===== config.mk =====
export PLATFORM = sky130hd
export DESIGN_NAME = phase_detect
export DESIGN_NICKNAME = d
export VERILOG_FILES = /design/src/rtl/pd_pkg.sv /design/src/rtl/edge_sync.sv /design/src/rtl/phase_detect.sv
export SDC_FILE = /design/constraint.sdc
export NUM_CORES = 1
export LEC_CHECK = 0
export ABC_AREA = 1
export CAP_MARGIN = 10
export CELL_PAD_IN_SITES_DETAIL_PLACEMENT = 1
export CELL_PAD_IN_SITES_GLOBAL_PLACEMENT = 2
export CORE_ASPECT_RATIO = 0.9
export CORE_MARGIN = 5
export CORE_UTILIZATION = 35
export DETAILED_ROUTE_END_ITERATION = 16
export MAX_ROUTING_LAYER = met4
export PLACE_DENSITY = 0.86
export SKIP_CTS_REPAIR_TIMING = 1
export SLEW_MARGIN = 20
export SYNTH_ARGS = -nofsm -noshare
export SYNTH_HDL_FRONTEND = slang
export SYNTH_SLANG_ARGS = --single-unit
export TNS_END_PERCENT = 100

===== constraint.sdc =====
create_clock -name sys_clk -period 2.9 [get_ports sys_clk]
set_input_delay 0.29 -clock sys_clk [delete_from_list [all_inputs] [get_ports sys_clk]]
set_output_delay 0.29 -clock sys_clk [all_outputs]
set_load 0.05 [all_outputs]

===== src/rtl/pd_pkg.sv =====
// pd_pkg: shared state encoding and default sizing for the phase detector.
package pd_pkg;
  typedef enum logic [1:0] {
    IDLE     = 2'd0,
    WAIT_FB  = 2'd1,
    WAIT_REF = 2'd2
  } pd_state_e;
  localparam int PD_WIDTH_ERR = 22;
  localparam int PD_TIMEOUT   = 2 ** (PD_WIDTH_ERR - 1) - 1;
endpackage


===== src/rtl/edge_sync.sv =====
// edge_sync: multi-flop synchronizer with one extra history flop for rising-edge detect.
module edge_sync #(
  parameter int SYNC_STAGES = 2
) (
  input  logic sys_clk,
  input  logic rst_n,
  input  logic d,
  output logic rise
);
  logic [SYNC_STAGES:0] sh_q;
  always_ff @(posedge sys_clk or negedge rst_n) begin
    if (!rst_n) sh_q <= '0;
    else        sh_q <= {sh_q[SYNC_STAGES-1:0], d};
  end
  assign rise = sh_q[SYNC_STAGES-1] & ~sh_q[SYNC_STAGES];
endmodule


===== src/rtl/phase_detect.sv =====
// phase_detect: time-stamps ref/fb rising edges and emits a signed phase error with a process strobe.
module phase_detect
  import pd_pkg::*;
#(
  parameter int WIDTH_ERR   = PD_WIDTH_ERR,
  parameter int SYNC_STAGES = 2,
  parameter int TIMEOUT     = 2 ** (WIDTH_ERR - 1) - 1
) (
  input  logic                        sys_clk,
  input  logic                        rst_n,
  input  logic                        enable,
  input  logic                        ref_in,
  input  logic                        fb_in,
  output logic signed [WIDTH_ERR-1:0] err,
  output logic                        process,
  output logic                        miss,
  output logic                        slip
);
  localparam int CW = WIDTH_ERR - 1;
  localparam logic [CW-1:0] TMO = CW'(TIMEOUT);
  pd_state_e state_q, state_d;
  logic [CW-1:0] cnt_q, cnt_d;
  logic signed [WIDTH_ERR-1:0] err_q, err_d, mag;
  logic process_q, process_d, miss_q, miss_d, slip_q, slip_d;
  logic ref_rise, fb_rise;
  edge_sync #(.SYNC_STAGES(SYNC_STAGES)) u_ref_sync (
    .sys_clk(sys_clk), .rst_n(rst_n), .d(ref_in), .rise(ref_rise)
  );
  edge_sync #(.SYNC_STAGES(SYNC_STAGES)) u_fb_sync (
    .sys_clk(sys_clk), .rst_n(rst_n), .d(fb_in), .rise(fb_rise)
  );
  // cnt never exceeds TIMEOUT, so the zero-extended count also covers the timeout value
  assign mag = {1'b0, cnt_q};
  always_comb begin
    state_d   = state_q;
    cnt_d     = cnt_q;
    err_d     = err_q;
    process_d = 1'b0;
    miss_d    = 1'b0;
    slip_d    = 1'b0;
    if (!enable) begin
      state_d = IDLE;
      cnt_d   = '0;
    end else begin
      case (state_q)
        WAIT_FB: begin
          if (fb_rise) begin
            err_d     = mag;
            process_d = 1'b1;
            cnt_d     = CW'(1);
            state_d   = ref_rise ? WAIT_FB : IDLE;
          end else if (ref_rise) begin
            slip_d = 1'b1;
            cnt_d  = CW'(1);
          end else if (cnt_q == TMO) begin
            err_d     = mag;
            process_d = 1'b1;
            miss_d    = 1'b1;
            state_d   = IDLE;
          end else cnt_d = cnt_q + CW'(1);
        end
        WAIT_REF: begin
          if (ref_rise) begin
            err_d     = -mag;
            process_d = 1'b1;
            cnt_d     = CW'(1);
            state_d   = fb_rise ? WAIT_REF : IDLE;
          end else if (fb_rise) begin
            slip_d = 1'b1;
            cnt_d  = CW'(1);
          end else if (cnt_q == TMO) begin
            err_d     = -mag;
            process_d = 1'b1;
            miss_d    = 1'b1;
            state_d   = IDLE;
          end else cnt_d = cnt_q + CW'(1);
        end
        default: begin
          state_d   = IDLE;
          if (ref_rise && fb_rise) begin
            err_d     = '0;
            process_d = 1'b1;
          end else if (ref_rise || fb_rise) begin
            cnt_d   = CW'(1);
            state_d = ref_rise ? WAIT_FB : WAIT_REF;
          end
        end
      endcase
    end
  end
  always_ff @(posedge sys_clk or negedge rst_n) begin
    if (!rst_n) begin
      state_q   <= IDLE;
      cnt_q     <= '0;
      err_q     <= '0;
      process_q <= 1'b0;
      miss_q    <= 1'b0;
      slip_q    <= 1'b0;
    end else begin
      state_q   <= state_d;
      cnt_q     <= cnt_d;
      err_q     <= err_d;
      process_q <= process_d;
      miss_q    <= miss_d;
      slip_q    <= slip_d;
    end
  end
  assign err     = err_q;
  assign process = process_q;
  assign miss    = miss_q;
  assign slip    = slip_q;
endmodule

# Word-level counts from Yosys, hierarchy flattened
# Cells that the tools add are included.
dict set report totals {
  ff_bits 54
  in_bits 5
  out_inout_bits 25
}
dict set report op_classes {
  addsub 2
  eq_ne 11
  n_reduce_logical 6
  mux 47
  bitwise_logic 4
}
# operator n
set op_table {}
lappend op_table {{2-to-1 mux 21 bit} 8}
lappend op_table {{2-to-1 mux 22 bit} 7}
lappend op_table {{case mux 22 bit (2 select lines)} 1}
lappend op_table {{case mux 21 bit (2 select lines)} 1}
lappend op_table {{negator 21 -> 22 bit} 1}
lappend op_table {{adder 21 x 1 -> 21 bit, second input constant} 1}
lappend op_table {{equality test 21 bit, second input constant} 1}
lappend op_table {{2-to-1 mux 2 bit} 10}
lappend op_table {{2-to-1 mux 1 bit} 16}
lappend op_table {{inequality test 3 bit, second input constant} 4}
lappend op_table {{inequality test 4 bit, second input constant} 2}
lappend op_table {{case mux 1 bit (2 select lines)} 3}
lappend op_table {{AND reduction 6 bit} 1}
lappend op_table {{inequality test 4 x 1 -> 1 bit, second input constant} 1}
lappend op_table {{inequality test 4 x 2 -> 1 bit, second input constant} 1}
lappend op_table {{case mux 2 bit (2 select lines)} 1}
lappend op_table {{AND reduction 2 bit} 2}
lappend op_table {{nonzero test 3 bit} 1}
lappend op_table {{AND 1 bit} 2}
lappend op_table {{equality test 2 x 1 -> 1 bit, second input constant} 1}
lappend op_table {{equality test 2 bit, second input constant} 1}
lappend op_table {{inverter 1 bit} 2}
lappend op_table {{logical AND 1 bit} 1}
lappend op_table {{logical OR 1 bit} 1}

# Longest topological paths before layout
dict set report logic_depth {
  depth_word 7
  mapped_depth 13
}

# By module
# From an unflattened synthesis, not the netlist that was laid out.
dict set report hier_totals {
  hier_cells 497
  area_unflattened_um2 3385.7
}
# module cells_each seq_area_each_um2 area_each_um2 n_inst
set by_module_without_submodules {}
lappend by_module_without_submodules {phase_detect 487 1201.2 3215.6 1}
lappend by_module_without_submodules {edge_sync 5 75.1 85.1 2}

# Least setup slack after synthesis
# OpenSTA, ideal clock, no wires.
dict set report synth_timing {
  path_kind {reg2reg}
  start {register state_q[0]}
  end {register cnt_q[9]}
  required_time_ps 2806
  period_less_slack_ps 1830
  stages_incl_launch_ff 12
  setup_ps 94
  path_slack_ps 1070
  t_arrival_ps 1736
  path_cell_list {dfrtp_1 > inv_1 > ha_1 > buf_2 > inv_1 > nand2_1 > nor2_1 > nand2_1 > inv_2 > buf_2 > nand2_1 > a211oi_1}
}
dict set report synth_via {
  elab_chain_cells 3
  word_cells_on_any_way 7
  classes_between {eq/ne: 4; mux: 2; reduce/logical: 1}
}
# item line_no
set synth_lines {}
lappend synth_lines {{start: declaration} phase_detect.sv:21} ;# pd_state_e state_q, state_d;
lappend synth_lines {{start signal: assignment} phase_detect.sv:100} ;# state_q <= state_d;
lappend synth_lines {{equality test 2 bit / equality test 2 x 1 -> 1 bit (equally long branches)} phase_detect.sv:45} ;# case (state_q)
lappend synth_lines {{inequality test 4 x 1 -> 1 bit (no line) (tied with other cells)} n/a}
lappend synth_lines {{AND reduction 2 bit (no line) / 2-to-1 mux 21 bit (equally long branches)} n/a}
lappend synth_lines {{end signal: assignment} phase_detect.sv:101} ;# cnt_q <= cnt_d;
lappend synth_lines {{end: declaration} phase_detect.sv:22} ;# logic [CW-1:0] cnt_q, cnt_d;
# Parallel ways exist; a longest one is shown, timed or not.
# A chain may end at the register's enable or synchronous reset.

# Worst setup path in the final report
dict set report layout_timing {
  start {register state_q[0]}
  end {register err_q[14] (netlist: err[14])}
}
dict set report layout_via {
  elab_chain_cells 3
  word_cells_on_any_way 9
  classes_between {eq/ne: 6; mux: 1; reduce/logical: 2}
}
# item line_no
set layout_lines {}
lappend layout_lines {{equality test 2 x 1 -> 1 bit / equality test 2 bit (equally long branches)} phase_detect.sv:45}
lappend layout_lines {{inequality test 3 bit (no line) / nonzero test 3 bit (equally long branches)} n/a}
lappend layout_lines {{AND reduction 6 bit (no line)} n/a}
lappend layout_lines {{end signal: assignment} phase_detect.sv:102} ;# err_q <= err_d;
lappend layout_lines {{end: declaration} phase_detect.sv:23} ;# logic signed [WIDTH_ERR-1:0] err_q, err_d, mag;
# Parallel ways exist; a longest one is shown, timed or not.

==> impl_metrics.json <==
{
  "syn_inst": 475,
  "relSlewSlack": 0.539,
  "dr.pass1.iters": 4,
  "ioPinCount": 30,
  "post-route-period-util": 0.852,
  "ir_drop_mv": 0.315,
  "wire_per_inst_um": 16.2,
  "grt_pass1_wl_um": 16900,
  "async_flop_share": 1.00,
  "fmax_mhz": 405,
  "r2r_end": "err[14]",
  "finalSetupViolations": 0,
  "synth-simple-area-share": 0.365,
  "gp_congestion": 0.841,
  "finalWorstPathRequiredPeriod_ps": 2470,
  "maxCapViolCount": 0,
  "syn_nets": 484,
  "fp.dieW_um": 113,
  "fin_util": 0.416,
  "drive_above_1_share": 0.0613,
  "rsz0062_at_grt": "false",
  "synth-seq-cells": 54,
  "wl_um": 10200,
  "crit_fanout": 28,
  "synth_fa_ha_area_frac": 0.0151,
  "ys_seq_area_frac": 0.406,
  "worstPathArrival_ps": 2730,
  "grt_antenna_before_repair": 0,
  "min_path_type": "primary input to asynchronous set/reset pin",
  "drv_slew": 0,
  "hpwlAfterDp_um": 7780,
  "r2r_cells": 8,
  "ys_top_cells_by_area": "dfrtp_1, nand2_1, inv_1",
  "synth_edf_count": 0,
  "clock-root-buffer": "clkbuf_8",
  "pwr-share-clk": 0.216,
  "design_area_um2": 3830,
  "synth_top_family_by_area": "simple AND/OR/NAND/NOR gates",
  "final_hold_viol_count": 45,
  "static-leakage-power_nw": 1.85,
  "finalNetCount": 514,
  "numCtsBuffers": 5,
  "rows": 33,
  "intPower_mw": 1.22,
  "ctsHtreeMaxLevel": 2,
  "cts_sinks": 54,
  "clk_latency_ps": 320,
  "synthMuxAreaShare": 0,
  "r2r-start": "state_q[0]",
  "antenna_cells": 0,
  "fin_skew_ps": 9.67,
  "dpl-instance-area_um2": 3730,
  "die_area_um2": 11600,
  "core_area_um2": 9210,
  "vias_per_cell": 5.21,
  "tns_ps": 0,
  "synth_xor_area_frac": 0.00527,
  "cts_max_path_buffers": 2,
  "combinationalPowerShare": 0.388,
  "netlist_top_cells_count": "nand2_1, dfrtp_1, inv_1",
  "synth_flop_cell": "dfrtp_1",
  "worstPathRequired_ps": 3160,
  "whs_ps": -35.4,
  "grt_max_degree": 47,
  "yosysTopAreaCell": "dfrtp_1",
  "vias": 3270,
  "start_kind": "flip-flop",
  "io_buffer_count": 29,
  "fillCellCount": 1191,
  "ant_nets": 0,
  "cellPowerDensity_nw_per_um2": 550,
  "first_iter_violations": 152,
  "grt_remaining_overflow": 0,
  "cts_tree": "built",
  "clkSlewWorstSetupHoldPaths_ps": 100,
  "avgSynthCellArea_um2": 7.00,
  "post-synth-top-count-cell": "nand2_1",
  "status": "finished with violations",
  "failed_checks": "hold timing",
  "start_util": 0.361,
  "power_mw": 2.11,
  "track_usage": 0.188,
  "drc_errors": 0,
  "power.switching_uw": 881,
  "worst_pin_slew_ps": 692,
  "yosysWarnings": 0,
  "ff2ff_setup_slack_ps": 430,
  "netSwitchingFraction": 0.419,
  "critPathKind": "flip-flop to flip-flop",
  "crit_path_end_kind": "flip-flop",
  "p_seq_frac": 0.396,
  "synth_compound_area_frac": 0.121,
  "area_growth_pct": 15.1,
  "grt_pass1_vias": 3347,
  "die_h_um": 102,
  "yosys.area.top_type_share": 0.406,
  "syn-cell-area_um2": 3320,
  "synth_cell_types": 32
}
==> worst max-delay path by stage <==
stage,startpoint,to
floorplan,state_q[0],cnt_q[9]
global placement,state_q[0],err[0]
detailed placement,state_q[0],err[14]
CTS,state_q[0],err[14]
global route,state_q[0],err[12]
finish,state_q[0],err[14]
==> layer usage <==
| metal | GRT usage | up-vias | wire length, um | share of wire |
|---|---|---|---|---|
| li1 | - | 1614 | - | - |
| met1 | 0.246 | 1588 | 5010 | 0.49 |
| met2 | 0.316 | 58 | 4720 | 0.46 |
| met3 | 0.0255 | 10 | 318 | 0.031 |
| met4 | 0.0360 | 0 | 103 | 0.010 |
| met5 | - | - | 0 | 0 |
==> worst max-delay path: stages, from the launching register on <==
cell,delay [ps]
dfrtp_1,430
inv_1,80
ha_1,600
nor2_1,170
a21oi_1,250
nand3_4,330
nor2_4,350
nand2_1,110
nand2_1,70
==> cell families after synthesis <==
kind of cell    count (synthesis)
compound gates                 74
xor+xnor                        2
fa+ha+maj                       4
buf+inv                        68
flops                          54
simple gates                  273
==> power groups by stage <==
stage / combinational, mW / clock, mW / sequential [mW]
6_report: 0.817 / 0.454 / 0.834
5_1_grt: 0.892 / 0.505 / 0.842
4_1_cts: 0.820 / 0.464 / 0.836
3_5_place_dp: 0.816 / 0 / 0.850
3_3_place_gp: 0.803 / 0 / 0.846
2_1_floorplan: 0.416 / 0 / 0.956
==> placed cells by master (no fill, tap or decap), drive strengths merged, types with 8 or more instances in the layout <==
cell type      count
clkdlybuf4s50     28
buf                8
o22ai              8
dfrtp             54
a21oi             15
o21ai             42
nor3              14
nand3             43
nand4             14
inv               55
nor2              59
nand2            141
==> sequential cells by signal, summed over array words and instances (netlist names) <==
register and count:
slip 1, err 22, cnt_q 21, process 1
state_q 2, u_fb_sync.sh_q 3, miss 1, u_ref_sync.sh_q 3
==> final cells by class <==
cell class	count	area, um^2	area share
multi-input combinational	353	1680	0.440
sequential	54	1350	0.353
timing repair buffer	36	340	0.0889
inverter	55	206	0.0540
tap	122	153	0.0399
clock buffer	7	86.3	0.0226
clock inverter	1	5.00	0.00131
==> per-stage QoR <==
stage                     setup slack (ps)  hold slack [ps]  cells
after CTS                              398              184    628
after detailed placement               421              336    620
after global placement                 520              334    620
final                                  429            -35.4    628
after global routing                  98.7             10.4    628
after floorplan                       1070            -5.59    475
Power figures use the tool's default switching activity.
